--- config.mk ---
export PLATFORM = sky130hd
export DESIGN_NAME = vga_timing_gen
export DESIGN_NICKNAME = d
export VERILOG_FILES = /design/src/rtl/vga_timing_gen.sv
export SDC_FILE = /design/constraint.sdc
export NUM_CORES = 1
export LEC_CHECK = 0
export ABC_AREA = 0
export CORE_ASPECT_RATIO = 0.75
export CORE_UTILIZATION = 40
export CTS_CLUSTER_SIZE = 24
export DETAILED_ROUTE_END_ITERATION = 6
export PLACE_DENSITY_LB_ADDON = 0.05
export SLEW_MARGIN = 20
export SYNTH_ARGS = -nofsm -noshare
export SYNTH_HDL_FRONTEND = slang
export SYNTH_SLANG_ARGS = --single-unit
--- constraint.sdc ---
create_clock -name clk -period 3 [get_ports clk]
set_input_delay 0.6 -clock clk [delete_from_list [all_inputs] [get_ports clk]]
set_output_delay 0.6 -clock clk [all_outputs]
set_load 0.03 [all_outputs]
--- src/rtl/vga_timing_gen.sv ---
// VGA raster timing generator: free-running pixel/line counters with registered
// sync, blanking and start-of-line/frame strobes, all aligned to hpos/vpos.
module vga_timing_gen #(
  parameter int H_DISPLAY = 640,
  parameter int H_FRONT   = 16,
  parameter int H_SYNC    = 96,
  parameter int H_BACK    = 48,
  parameter int V_DISPLAY = 480,
  parameter int V_FRONT   = 10,
  parameter int V_SYNC    = 2,
  parameter int V_BACK    = 33,
  parameter bit SYNC_POL  = 1'b0
) (
  input  logic       clk,
  input  logic       rst_n,
  output logic       hsync,
  output logic       vsync,
  output logic [9:0] hpos,
  output logic [9:0] vpos,
  output logic       visible,
  output logic       line_start,
  output logic       frame_start,
  output logic [9:0] frame_count
);

  localparam int H_TOTAL = H_DISPLAY + H_FRONT + H_SYNC + H_BACK;
  localparam int V_TOTAL = V_DISPLAY + V_FRONT + V_SYNC + V_BACK;

  localparam logic [9:0] H_MAX      = 10'(H_TOTAL - 1);
  localparam logic [9:0] V_MAX      = 10'(V_TOTAL - 1);
  localparam logic [9:0] H_VIS      = 10'(H_DISPLAY);
  localparam logic [9:0] V_VIS      = 10'(V_DISPLAY);
  localparam logic [9:0] HS_FIRST   = 10'(H_DISPLAY + H_FRONT);
  localparam logic [9:0] HS_LAST    = 10'(H_DISPLAY + H_FRONT + H_SYNC - 1);
  localparam logic [9:0] VS_FIRST   = 10'(V_DISPLAY + V_FRONT);
  localparam logic [9:0] VS_LAST    = 10'(V_DISPLAY + V_FRONT + V_SYNC - 1);

  logic [9:0] hpos_next;
  logic [9:0] vpos_next;
  logic       hsync_next;
  logic       vsync_next;
  logic       visible_next;
  logic       line_start_next;
  logic       frame_start_next;
  logic [9:0] frame_count_next;
  logic       h_wrap;

  // Every strobe is decoded from the next counter values so that, once
  // registered, it lines up with the hpos/vpos presented in the same cycle.
  always_comb begin
    h_wrap    = (hpos == H_MAX);
    hpos_next = h_wrap ? 10'd0 : hpos + 10'd1;
    vpos_next = vpos;
    if (h_wrap) begin
      vpos_next = (vpos == V_MAX) ? 10'd0 : vpos + 10'd1;
    end

    hsync_next = ~SYNC_POL;
    if (hpos_next >= HS_FIRST && hpos_next <= HS_LAST) begin
      hsync_next = SYNC_POL;
    end
    vsync_next = ~SYNC_POL;
    if (vpos_next >= VS_FIRST && vpos_next <= VS_LAST) begin
      vsync_next = SYNC_POL;
    end

    visible_next     = (hpos_next < H_VIS) && (vpos_next < V_VIS);
    line_start_next  = (hpos_next == 10'd0);
    frame_start_next = (hpos_next == 10'd0) && (vpos_next == 10'd0);
    frame_count_next = frame_start_next ? frame_count + 10'd1 : frame_count;
  end

  // Reset parks the counters on the last pixel of the last line so the first
  // live edge wraps both to zero and starts frame 0 (count 1023 -> 0).
  always_ff @(posedge clk or negedge rst_n) begin
    if (!rst_n) begin
      hpos        <= H_MAX;
      vpos        <= V_MAX;
      hsync       <= ~SYNC_POL;
      vsync       <= ~SYNC_POL;
      visible     <= 1'b0;
      line_start  <= 1'b0;
      frame_start <= 1'b0;
      frame_count <= 10'd1023;
    end else begin
      hpos        <= hpos_next;
      vpos        <= vpos_next;
      hsync       <= hsync_next;
      vsync       <= vsync_next;
      visible     <= visible_next;
      line_start  <= line_start_next;
      frame_start <= frame_start_next;
      frame_count <= frame_count_next;
    end
  end

endmodule

==> run_results.csv, run 1 <==
group,metric,value,unit
status,outcome,"complete, no violations",
worst_setup_path,arrival,3.11,ns
floorplan,die_y,62.5,um
min_path,hold_path_depth,1,
pwr,seq_power_share,51.2,%
layout,area_delta_synth_final,34.5,%
global_route,grt_usage,20.1,%
floorplan,die_area,5170,sq um
pwr,pwr-share-comb,1.2,%
pwr,clock_power_share,47.6,%
min_path,min-delay-start,"frame_count[6]",
route,viasPerCell,5.50,
route,dr_total_vias,1671,
route,drt_iter0_drc,86,
placed_design,place_ws,0.0177,ns
worst_setup_path,end_kind,"register",
global_route,antenna_found_initial,0,
sta,clock.fmax,346,MHz
clock_network,holdBufCountCts,0,
pwr,p_total,0.000924,W
pwr,powerDensity,352,nW/um^2
route,drc,0,
synthesis,synth.distinct_cells,50,
pwr,power.switching,0.000180,W
pwr,switching_share,19.5,%
sta,finalHoldViolCount,0,
worst_setup_path,critical_path_class,"register to register",
synthesis,avgSynthCellArea,9.86,sq um
clock_network,clockBufferDepth,2,
synthesis,synth-seq-cells,35,
placed_design,port_buffers,36,
layout,layout.nets,253,
sta,finClkSkew,0.00607,ns
clock_network,cts_root_buf,"clkbuf_8",
worst_setup_path,r2r_cells,8,
global_route,overflow,0,
clock_network,numCtsBuffers,5,
synthesis,synth_edf_count,0,
placed_design,dp_hpwl,3300,um
floorplan,die_x,82.7,um
pwr,ir_worst_vdd,0.000238,V
worst_setup_path,startpoint_type,"register",
pwr,leakage,1.07,nW
clock_network,tritoncts,"yes",
pwr,p_int,0.000744,W
route,wl_per_cell,15.1,um
worst_setup_path,crit_fanout,10,
synthesis,ys.flop_type,"dfstp_2",
synthesis,yosysWarnings,0,
sta,period_minus_slack,2.89,ns
layout,final_common_cell,"clkdlybuf4s50_1",
sta,drv_slew,0,
worst_setup_path,r2r_end,"frame_count[1]",
sta,setup_tns,0,ns
flow_run,maxCapViolCount,0,
global_route,grt_pass1_wl,7870,um
sta,setup_viol,0,
route,drt-total-wl,4600,um
synthesis,synth_cells,198,
sta,grt_setup_unrepaired,"no",
clock_network,clk_pin_slew_worst_paths,0.07,ns
sta,worst_pin_slew,0.434,ns
sta,fin_crit_sh,96.4,%
min_path,hold_path_end,"frame_count[6]",
synthesis,ys_seq_area_share,46.3,%
clock_network,insertion_delay,0.29,ns
layout,antenna_cells,0,
layout,final_cell_mix,"36 x clkdlybuf4s50_1, 22 x dfstp_2, 17 x nand2_1",
synthesis,synth_nets,205,
min_path,hold_path.class,"register to register",
route,firstDrtPassIters,4,
sta,worst_slack,0.108,ns
layout,drive_gt1_share,23.9,%
floorplan,fp.coreArea,4570,sq um
synthesis,syn_area,1950,sq um
placed_design,gp_congestion,0.834,
route,final_antenna_net_count,0,
global_route,grt_max_degree,36,
sta,relSlewSlack,71.1,%
global_route,grt_pass1_vias,1610,
clock_network,htree_levels,2,
synthesis,postSynth.asyncResetShare,100,%
worst_setup_path,crit_required,3.22,ns
worst_setup_path,r2r_setup_slack,0.11,ns
clock_network,cts_sinks,35,
floorplan,ios,37,
worst_setup_path,reg2reg_from,"hpos[9]",
floorplan,row_count,21,
floorplan,initial_utilization,42.7,%
-- final cells by class --
cell class                      instances  area, sq um
Fill cell                             404         1950
Multi-Input combinational cell        143         1010
Sequential cell                        35          903
Timing Repair Buffer                   50          478
Clock buffer                            6         82.6
Tap cell                               57         71.3
Inverter                               11         41.3
Clock inverter                          2         35.0
-- power groups by stage --
stage / Sequential [W] / Combinational (W) / Clock [W]
finish: 0.000473 / 0.0000107 / 0.000440
global route: 0.000473 / 0.0000124 / 0.000468
CTS: 0.000473 / 0.0000114 / 0.000446
detailed placement: 0.000481 / 0.0000114 / 0
global placement: 0.000481 / 0.0000113 / 0
floorplan: 0.000481 / 0.000000000378 / 0
-- per-stage QoR --
step | hold slack (ns) | utilization [%] | cells | cell area [sq um]
after global routing | 0.515 | 57.4 | 304 | 2630
after CTS | 0.495 | 56.7 | 303 | 2590
final | 0.493 | 57.4 | 304 | 2630
after detailed placement | 0.485 | 53.8 | 295 | 2460
after floorplan | 0.304 | - | 198 | 1950
after global placement | 0.476 | 53.8 | 295 | 2460
-- synthesized netlist by cell type, drive strengths merged, types with 2 or more instances --
cell	instances	area, sq um
mux2	2	22.5
nand3	15	75.1
dfstp	22	578
xor2	5	43.8
nand3b	3	22.5
and3	5	31.3
or4	3	30.0
a31oi	3	18.8
o21ai	9	45.0
and4	2	17.5
ha	5	62.6
nand2	17	63.8
inv	11	41.3
clkbuf	7	26.3
a22o	3	26.3
nor4	5	52.6
nand2b	2	12.5
o31ai	2	15.0
nor2	13	48.8
a21oi	3	15.0
buf	2	10.0
and2	2	12.5
nand4	8	50.1
dfrtp	13	325
nor3	4	36.3
xnor2	14	123
or2	2	12.5
-- metal layers --
| metal | up-vias | share of wire [%] | global-route usage (%) |
|---|---|---|---|
| met1 | 793 | 48 | 30.4 |
| met5 | - | 0 | 0 |
| met2 | 61 | 44 | 27.5 |
| met3 | 8 | 7.2 | 4.82 |
| met4 | 0 | 1.2 | 7.54 |
| li1 | 809 | - | - |
-- worst max-delay path by stage --
stage,start,endpoint,cells after the start
floorplan,hpos[0],frame_count[1],9
global placement,hpos[9],frame_count[1],8
detailed placement,hpos[9],frame_count[1],8
CTS,hpos[0],frame_count[1],9
global route,vpos[0],frame_count[8],11
finish,hpos[9],frame_count[1],8
-- cell families after synthesis --
group,share of synthesized area [%]
adders and majority gates,3.20
AOI/OAI and AO/OA,10.1
xor gates and xnor gates,8.52
muxes,1.67
and+or+nand+nor,26.3
DFF,46.3
buffers and inverters,3.97
-- repair_timing --
| action | 4_1_cts | 5_1_grt |
|---|---|---|
| pin swaps | 0 | 1 |
| resized for setup | 3 | 6 |
| setup endpoints to repair | 2 | 9 |
| buffers inserted | 0 | 1 |
-- critical path: stages (launching register included) --
cell	delay, ns
dfstp_2	0.56
or3b_4	0.46
nor4_2	0.34
xnor2_1	0.24
o211ai_1	0.15
or4_4	0.45
nor3_4	0.17
buf_12	0.15
mux2_1	0.31
-- state kept, by name, indices dropped and copies added, names as in the netlist --
register     cells
frame_count     10
frame_start      1
hpos            10
hsync            1
line_start       1
visible          1
vpos            10
vsync            1
Power figures use the tool's default switching activity.
==> inputs of run 2 (changes only) <==
--- a/config.mk
+++ b/config.mk
@@ -5,12 +5,12 @@
 export SDC_FILE = /design/constraint.sdc
 export NUM_CORES = 1
 export LEC_CHECK = 0
-export ABC_AREA = 0
 export CORE_ASPECT_RATIO = 0.75
 export CORE_UTILIZATION = 40
 export CTS_CLUSTER_SIZE = 24
 export DETAILED_ROUTE_END_ITERATION = 6
-export PLACE_DENSITY_LB_ADDON = 0.05
+export HOLD_SLACK_MARGIN = 0.12
+export PLACE_DENSITY = 0.62
 export SLEW_MARGIN = 20
 export SYNTH_ARGS = -nofsm -noshare
 export SYNTH_HDL_FRONTEND = slang
==> run 2 against run 1 <==
Compared with the run above: count of clock-buffer cells in the layout stayed put; maximum frequency about the same; largest power group is now clock; total power is 4.2% higher.
==> run_results.csv, run 2 (synthesis gave the netlist of run 1 again) <==
group,metric,value,unit
clock_network,numCtsBuffers,5,
route,drt_iter0_drc,55,
floorplan,ios,37,
pwr,clock_power_share,49.7,%
sta,drv_slew,0,
worst_setup_path,startpoint_type,"register",
pwr,seq_power_share,49.2,%
min_path,hold_path.class,"register to register",
sta,worst_pin_slew,0.432,ns
layout,final_common_cell,"clkdlybuf4s50_1",
layout,seq_area,905,sq um
clock_network,clk_pin_slew_worst_paths,0.07,ns
pwr,power.switching,0.000189,W
worst_setup_path,cp_num_buf_inv,2,
layout,top_regs,"frame_count: 10 flops, hpos: 10 flops, vpos: 10 flops",
clock_network,tritoncts,"yes",
route,firstDrtPassIters,4,
floorplan,row_count,21,
pwr,p_int,0.000773,W
layout,layout.nets,262,
sta,clock.fmax,346,MHz
route,viasPerCell,5.29,
layout,num-fill-cells,409,
route,wl_per_cell,14.2,um
route,drt-total-wl,4440,um
global_route,grt_max_degree,36,
worst_setup_path,cp_slowest_cell,"dfstp_2",
sta,relSlewSlack,71.2,%
layout,fin_util,59.1,%
worst_setup_path,crit_fanout,5,
layout,area_delta_synth_final,38.3,%
floorplan,initial_utilization,42.7,%
worst_setup_path,crit_family,"simple AND/OR/NAND/NOR gates",
clock_network,cts_sinks,35,
global_route,overflow,0,
pwr,p_total,0.000962,W
route,dr_total_vias,1657,
sta,finalHoldViolCount,0,
pwr,switching_share,19.7,%
placed_design,dp_hpwl,3280,um
global_route,grt_pass1_vias,1550,
status,outcome,"complete, no violations",
worst_setup_path,critPathMaxStageDelay,0.54,ns
route,drc,0,
pwr,powerDensity,356,nW/um^2
sta,worst_slack,0.107,ns
placed_design,port_buffers,36,
floorplan,die_area,5170,sq um
clock_network,insertion_delay,0.30,ns
placed_design,place_ws,-0.00611,ns
clock_network,cts_root_buf,"clkbuf_8",
layout,final_cell_mix,"36 x clkdlybuf4s50_1, 22 x dfstp_2, 21 x buf_4",
clock_network,htree_levels,2,
pwr,ir_worst_vdd,0.000198,V
floorplan,fp.coreArea,4570,sq um
pwr,leakage,1.12,nW
worst_setup_path,r2r_setup_slack,0.11,ns
floorplan,die_x,82.7,um
placed_design,gp_congestion,0.844,
clock_network,clockBufferDepth,2,
pwr,pwr-share-comb,1.1,%
floorplan,die_y,62.5,um
layout,drive_gt1_share,26.2,%
worst_setup_path,arrival,3.12,ns
worst_setup_path,crit_path_frequent_cell,"buf_4",
worst_setup_path,end_kind,"register",
worst_setup_path,crit_required,3.22,ns
flow_run,maxCapViolCount,0,
global_route,grt_pass1_wl,7440,um
worst_setup_path,critical_path_class,"register to register",
layout,multi_input_area,1010,sq um
sta,period_minus_slack,2.89,ns
sta,setup_viol,0,
global_route,grt_usage,19.3,%
sta,finClkSkew,0.00560,ns
route,final_antenna_net_count,0,
layout,antenna_cells,0,
global_route,antenna_found_initial,0,
worst_setup_path,crit_chain,"or3b_4 -> buf_4 -> or3_4 -> o21ai_1 -> o211ai_1 -> or4_4 -> nor3_4 -> buf_4 -> mux2_1",
sta,fin_crit_sh,96.4,%
[run 2: cell types whose count changed in the layout (fill, tap and decap cells not counted), sizes merged]
cell      delta
buf          +9
clkinv       -1
clkinvlp     +1
[run 2: power groups by stage]
stage	registers [W]	logic [W]	clock network, W
after floorplan	0.000481	0.000000000378	0
after global placement	0.000481	0.0000116	0
after detailed placement	0.000481	0.0000115	0
after CTS	0.000473	0.0000115	0.000490
after global routing	0.000473	0.0000130	0.000512
final	0.000473	0.0000107	0.000478
[run 2: worst paths after layout]
check,start,to,cells past startpoint
setup / recovery,hpos[9],frame_count[1],9
hold reg to reg,frame_count[9],frame_count[9],1
hold / removal,frame_count[9],frame_count[9],1
max in group asynchronous,rst_n,hsync,2
min in group asynchronous,rst_n,vpos[7],2
setup reg to reg,hpos[9],frame_count[1],9
[run 2: area by class of cell]
cell class              count  area share (%)
multi-input cells         143            37.5
inverters                  11            1.53
clock inverters             2            1.39
clock buffers               6            3.47
repair buffers             59            20.0
well taps                  57            2.64
flip-flops and latches     35            33.5
[run 2: timing repair]
action                                 4_1_cts  5_1_grt
endpoints found under the hold margin        0        0
setup endpoints to repair                    2        9
resized for setup                            2        9
gates cloned                                 0        0
setup buffers                                0        5
hold buffers                                 0        0
pin swaps                                    0        2
[run 2: through the flow]
stage	hold slack, ns	area, sq um	setup TNS, ns	cells
2_1_floorplan	0.304	1950	0	198
3_3_place_gp	0.476	2480	0	300
3_5_place_dp	0.478	2480	-0.00611	300
4_1_cts	0.493	2630	0	308
5_1_grt	0.511	2700	-0.0105	313
6_report	0.487	2700	0	313
[run 2: metal layers]
metal	global-route usage (%)	wire (um)	part of all wire, %	vias up
met5	0	0	0	-
met4	8.62	95	2.1	0
met3	4.53	200	4.5	11
met2	26.4	1840	41	45
met1	28.3	2300	52	778
li1	-	-	-	823
==> inputs of run 3 (changes only) <==
--- a/config.mk
+++ b/config.mk
@@ -5,6 +5,7 @@
 export SDC_FILE = /design/constraint.sdc
 export NUM_CORES = 1
 export LEC_CHECK = 0
+export ABC_AREA = 0
 export CORE_ASPECT_RATIO = 0.75
 export CORE_UTILIZATION = 40
 export CTS_CLUSTER_SIZE = 24
==> results of run 3 <==
Final layout, timing and power as in run 2 (identical DEF).
